## src/rtl/vlsu_pkg.sv

```systemverilog
// Shared helpers for the VLSU meta-info broadcast logic.
package vlsu_pkg;

    // Advance a ring pointer, wrapping at depth-1; depth need not be a power of two.
    function automatic int unsigned wrap_inc(input int unsigned ptr, input int unsigned depth);
        return (ptr >= depth - 1) ? 0 : ptr + 1;
    endfunction

endpackage

```

## src/rtl/vlsu_meta_fork_fifo.sv

```systemverilog
// Single consumer FIFO of the meta fork: registered output (no fall-through),
// occupancy counter, synchronous flush. Storage is not reset.
module vlsu_meta_fork_fifo
    import vlsu_pkg::*;
#(
    parameter int unsigned Depth  = 2,
    parameter type         meta_t = logic,
    localparam int unsigned CntW  = $clog2(Depth + 1)
) (
    input  logic            clk_i,
    input  logic            rst_i,
    input  logic            flush,
    input  logic            push,
    input  meta_t           push_data,
    output logic            full,
    input  logic            pop,
    output logic            valid,
    output meta_t           data,
    output logic [CntW-1:0] occ
);

    localparam int unsigned PtrW = (Depth > 1) ? $clog2(Depth) : 1;

    meta_t           mem [Depth];
    logic [PtrW-1:0] wr_ptr;
    logic [PtrW-1:0] rd_ptr;
    logic            pop_act;

    assign valid   = (occ != '0);
    assign full    = (occ == CntW'(Depth));
    assign pop_act = pop & valid;
    assign data    = valid ? mem[rd_ptr] : '0;

    // Payload write; the top never pushes while flushing or full.
    always_ff @(posedge clk_i) begin
        if (push) mem[wr_ptr] <= push_data;
    end

    // Pointers and occupancy; reset beats flush, flush beats push/pop.
    always_ff @(posedge clk_i) begin
        if (rst_i || flush) begin
            wr_ptr <= '0;
            rd_ptr <= '0;
            occ    <= '0;
        end else begin
            if (push)    wr_ptr <= PtrW'(wrap_inc(int'(wr_ptr), Depth));
            if (pop_act) rd_ptr <= PtrW'(wrap_inc(int'(rd_ptr), Depth));
            if (push && !pop_act)      occ <= occ + CntW'(1);
            else if (!push && pop_act) occ <= occ - CntW'(1);
        end
    end

    a_occ_bound: assert property (@(posedge clk_i) disable iff (rst_i) occ <= CntW'(Depth));
    a_no_ovf:    assert property (@(posedge clk_i) disable iff (rst_i) push |-> !full);

endmodule

```

## src/rtl/vlsu_meta_fork_n.sv

```systemverilog
// N-way buffered broadcast fork for VLSU meta-info. Each consumer owns a FIFO,
// so a slow consumer only stalls the issuer once its own FIFO is full.
module vlsu_meta_fork_n
    import vlsu_pkg::*;
#(
    parameter int unsigned NrConsumers = 2,
    parameter int unsigned Depth       = 2,
    parameter type         meta_t      = logic,
    localparam int unsigned CntW       = $clog2(Depth + 1)
) (
    input  logic                                clk_i,
    input  logic                                rst_i,
    input  logic                                flush_i,
    input  logic                                meta_valid_i,
    output logic                                meta_ready_o,
    input  meta_t                               meta_i,
    input  logic [NrConsumers-1:0]              meta_sel_i,
    output logic [NrConsumers-1:0]              cons_valid_o,
    input  logic [NrConsumers-1:0]              cons_ready_i,
    output meta_t [NrConsumers-1:0]             cons_o,
    output logic [NrConsumers-1:0][CntW-1:0]    occ_o,
    output logic                                idle_o
);

    logic [NrConsumers-1:0] full;
    logic                   fire;

    // Ready looks only at registered fullness of selected FIFOs: a same-cycle
    // pop never frees a slot, keeping cons_ready_i off the issuer ready path.
    assign meta_ready_o = !flush_i && !(|(meta_sel_i & full));
    assign fire         = meta_valid_i && meta_ready_o;
    assign idle_o       = !(|cons_valid_o);

    for (genvar g = 0; g < NrConsumers; g++) begin : g_fifo
        vlsu_meta_fork_fifo #(
            .Depth  (Depth),
            .meta_t (meta_t)
        ) u_fifo (
            .clk_i     (clk_i),
            .rst_i     (rst_i),
            .flush     (flush_i),
            .push      (fire && meta_sel_i[g]),
            .push_data (meta_i),
            .full      (full[g]),
            .pop       (cons_ready_i[g]),
            .valid     (cons_valid_o[g]),
            .data      (cons_o[g]),
            .occ       (occ_o[g])
        );
    end

    a_params: assert property (@(posedge clk_i) (Depth >= 1) && (NrConsumers >= 1));
    a_stable: assert property (@(posedge clk_i) disable iff (rst_i)
        (meta_valid_i && !meta_ready_o) |=>
            (!meta_valid_i || ($stable(meta_i) && $stable(meta_sel_i))));

endmodule

```

## config.mk

```make
export PLATFORM = sky130hd
export DESIGN_NAME = vlsu_meta_fork_n
export DESIGN_NICKNAME = d
export VERILOG_FILES = /design/src/rtl/vlsu_pkg.sv /design/src/rtl/vlsu_meta_fork_fifo.sv /design/src/rtl/vlsu_meta_fork_n.sv
export SDC_FILE = /design/constraint.sdc
export NUM_CORES = 1
export LEC_CHECK = 0
export ABC_AREA = 1
export CAP_MARGIN = 10
export CORE_MARGIN = 2
export CORE_UTILIZATION = 35
export DETAILED_ROUTE_END_ITERATION = 8
export PLACE_DENSITY = 0.61
export SYNTH_ARGS = -nofsm -noshare
export SYNTH_HDL_FRONTEND = slang
export SYNTH_SLANG_ARGS = --single-unit
export TNS_END_PERCENT = 50
```

## constraint.sdc

```tcl
create_clock -name clk_i -period 3.7 [get_ports clk_i]
set_input_delay 0.74 -clock clk_i [delete_from_list [all_inputs] [get_ports clk_i]]
set_output_delay 0.74 -clock clk_i [all_outputs]
set_load 0.01 [all_outputs]
```

==> results.py <==
metrics = {
    "floorplan": {
        "dieArea_sq_um": 2350,
        "num_rows": 16,
        "die_x_um": 48.5,
        "start_util_pct": 36.1,
        "ios": 19,
        "fp.coreArea_sq_um": 1920,
        "dieHeight_um": 48.5,
    },
    "placement": {
        "io_buffers": 18,
        "gp_congestion": 0.729,
        "place_area_sq_um": 877,
        "dp_hpwl_um": 962,
        "dp_cells": 127,
    },
    "sta": {
        "setup-violations-final": 0,
        "setup_tns_ns": 0,
        "fmax_mhz": 358,
        "slew_viol_final": 0,
        "worst_pin_slew_ns": 0.204,
        "rsz0062_at_grt": "no",
        "period_minus_slack_ns": 2.79,
        "holdWs_ns": 0.494,
        "finalClockSkew_ns": 0.00491,
        "slew_headroom_pct": 86.3,
        "hold_violations": 0,
        "finalCritPeriodShare_pct": 75.5,
    },
    "drt": {
        "vias": 560,
        "wirelength_um": 1220,
        "avgRoutedWirePerCell_um": 9.38,
        "first_pass_iters": 3,
        "vias_per_cell": 4.31,
        "antenna_left": 0,
        "drtIter0Drc": 13,
        "drc": 0,
    },
    "worst_setup_path": {
        "required_ns": 2.96,
        "cp_common_cell": "clkdlybuf4s50_1",
        "crit_start": "meta_sel_i[0]",
        "crit_arrival_ns": 2.05,
        "crit_path_start_kind": "input port",
        "end_kind": "primary output",
        "cp-endpoint": "meta_ready_o",
        "crit_path_cell_trace": "clkdlybuf4s50_1 > nand2_1 > nor2_2 > nor2_4 > clkdlybuf4s50_1",
        "critPathKind": "in2out",
        "max_stage_delay_ns": 0.52,
        "crit_fanout": 3,
        "path_delay_family": "buffers and inverters",
        "r2r_slack_ns": 1.99,
        "crit_buf_inv": 2,
        "r2r-end": "g_fifo[0].u_fifo.occ[1]",
        "reg2reg_depth": 10,
        "crit_cells": 5,
        "r2r-start": "g_fifo[0].u_fifo.occ[1]",
        "slowest_stage": "clkdlybuf4s50_1",
    },
    "yosys": {
        "synth-xor-area-share_pct": 0,
        "ys_seq_elements": 14,
        "synthCells": 86,
        "synthAdderAreaFrac_pct": 3.61,
        "ys_warn_count": 0,
        "ys_seq_area_share_pct": 46.2,
        "synthSimpleGateAreaFrac_pct": 18.6,
        "yosysUniqueCellTypes": 17,
        "synth_top_family_by_area": "simple AND/OR/NAND/NOR gates",
        "syn_area_sq_um": 693,
        "synthMuxAreaShare_pct": 0,
        "syn_nets": 97,
        "syn_avg_cell_area_sq_um": 8.06,
        "synth_compound_area_share_pct": 16.4,
    },
    "power_and_ir_drop": {
        "p_leak_uw": 0.000380,
        "power.density_nw_per_um2": 332,
        "max-vdd-ir-drop_uv": 149,
    },
    "finish": {
        "layout_commonest_cell": "inv_1",
        "instances_no_fill": 130,
        "nets": 116,
        "final_cell_mix": "inv_1, clkdlybuf4s50_1, a21oi_1",
        "syn2layout_area_growth_pct": 29.8,
        "diodes": 0,
        "layout-drive-gt1-share_pct": 10.7,
        "fin_area_sq_um": 900,
    },
    "clock_tree": {
        "cts_buffer_depth": 2,
        "cts_tree": "built",
        "cts.clk_slew.worst_paths_ns": 0.07,
        "numCtsBuffers": 3,
        "numClockSinks": 14,
        "clock-root-buffer": "clkbuf_4",
        "post-cts-setup-buffers": 0,
        "ctsHtreeMaxLevel": 1,
        "cts_resized": 0,
        "postCtsHoldBufs": 0,
        "clk_latency_ns": 0.28,
    },
    "global_routing": {
        "grt_usage_pct": 12.1,
        "grt.overflow.total": 0,
        "grt.busiest_layer": "met2",
        "grt_max_degree": 9,
        "antenna_found_initial": 0,
        "grtUsageMet2_pct": 18.5,
        "first_global_vias": 504,
        "grt_use_met3_pct": 0.926,
        "use_met1_pct": 14.9,
        "grt_pass1_wl_um": 2120,
    },
    "run": {
        "max_cap_violations": 0,
    },
    "worst_hold_path": {
        "hold_path.class": "reg2reg",
    },
    "outcome": {
        "status": "complete, no violations",
    },
}
-- where the power goes --
part           leakage, uW  switching [uW]  total (uW)  internal (uW)
Sequential        0.000117            2.70         164            161
Combinational     0.000249            24.6        50.9           26.3
Clock            0.0000138            46.1        83.8           37.7
-- metal layers --
layer  share of wire, %  up-vias
li1                   -      311
met1                 49      233
met3                3.0        4
met4                3.8        0
met5                  0        -
met2                 44       12
-- how the worst min path moves through the flow --
stage	startpoint	to	slack, ns	cells after the start
global placement	g_fifo[0].u_fifo.rd_ptr	g_fifo[0].u_fifo.rd_ptr	0.46	2
floorplan	g_fifo[0].u_fifo.rd_ptr	register	0.45	2
global route	g_fifo[1].u_fifo.rd_ptr	g_fifo[1].u_fifo.rd_ptr	0.55	2
CTS	g_fifo[0].u_fifo.rd_ptr	g_fifo[0].u_fifo.rd_ptr	0.49	2
finish	g_fifo[0].u_fifo.rd_ptr	g_fifo[0].u_fifo.rd_ptr	0.49	2
detailed placement	g_fifo[0].u_fifo.rd_ptr	g_fifo[0].u_fifo.rd_ptr	0.47	2
-- per-stage QoR --
| step | utilization (%) | power (uW) | worst slack, ns |
|---|---|---|---|
| 2_1_floorplan | - | 194 | 1.77 |
| 3_3_place_gp | 45.6 | 218 | 0.925 |
| 3_5_place_dp | 45.6 | 219 | 0.913 |
| 4_1_cts | 46.8 | 304 | 0.910 |
| 5_1_grt | 46.8 | 316 | 0.860 |
| 6_report | 46.8 | 299 | 0.907 |
-- cell usage after synthesis --
cell / number / area [sq um]
ha_1: 2 / 25.0
a21oi_1: 12 / 60.1
nor2_2: 2 / 12.5
edfxtp_1: 4 / 120
inv_1: 19 / 71.3
nor2_4: 2 / 22.5
inv_2: 1 / 3.75
o21ai_1: 1 / 5.00
nor2_1: 7 / 26.3
nand4_1: 4 / 25.0
buf_4: 4 / 30.0
nand2_1: 7 / 26.3
o21ai_2: 1 / 8.76
nand3_2: 1 / 10.0
o21ai_0: 8 / 40.0
nand2_2: 1 / 6.26
dfxtp_1: 10 / 200
-- layout make-up --
cell class,count,area [sq um]
fillers,203,1020
well taps,27,33.8
multi-input cells,48,268
repair buffers,18,180
inverters,20,75.1
flip-flops and latches,14,320
clock buffers,3,22.5
-- logic make-up after synthesis --
family,count (synthesis)
AOI/OAI and AO/OA,22
adders and majority gates,2
buffers and inverters,24
DFF,14
and+or+nand+nor,24
-- worst reg2reg max path: cells and delay by family (launching register included) --
| family | cells | cell delay [ns] |
|---|---|---|
| fa+ha+maj | 1 | 0.29 |
| flops | 1 | 0.37 |
| buf+inv | 1 | 0.06 |
| compound gates | 4 | 0.45 |
| simple gates | 4 | 0.43 |
No activity file was read; power rests on OpenSTA's default activity.
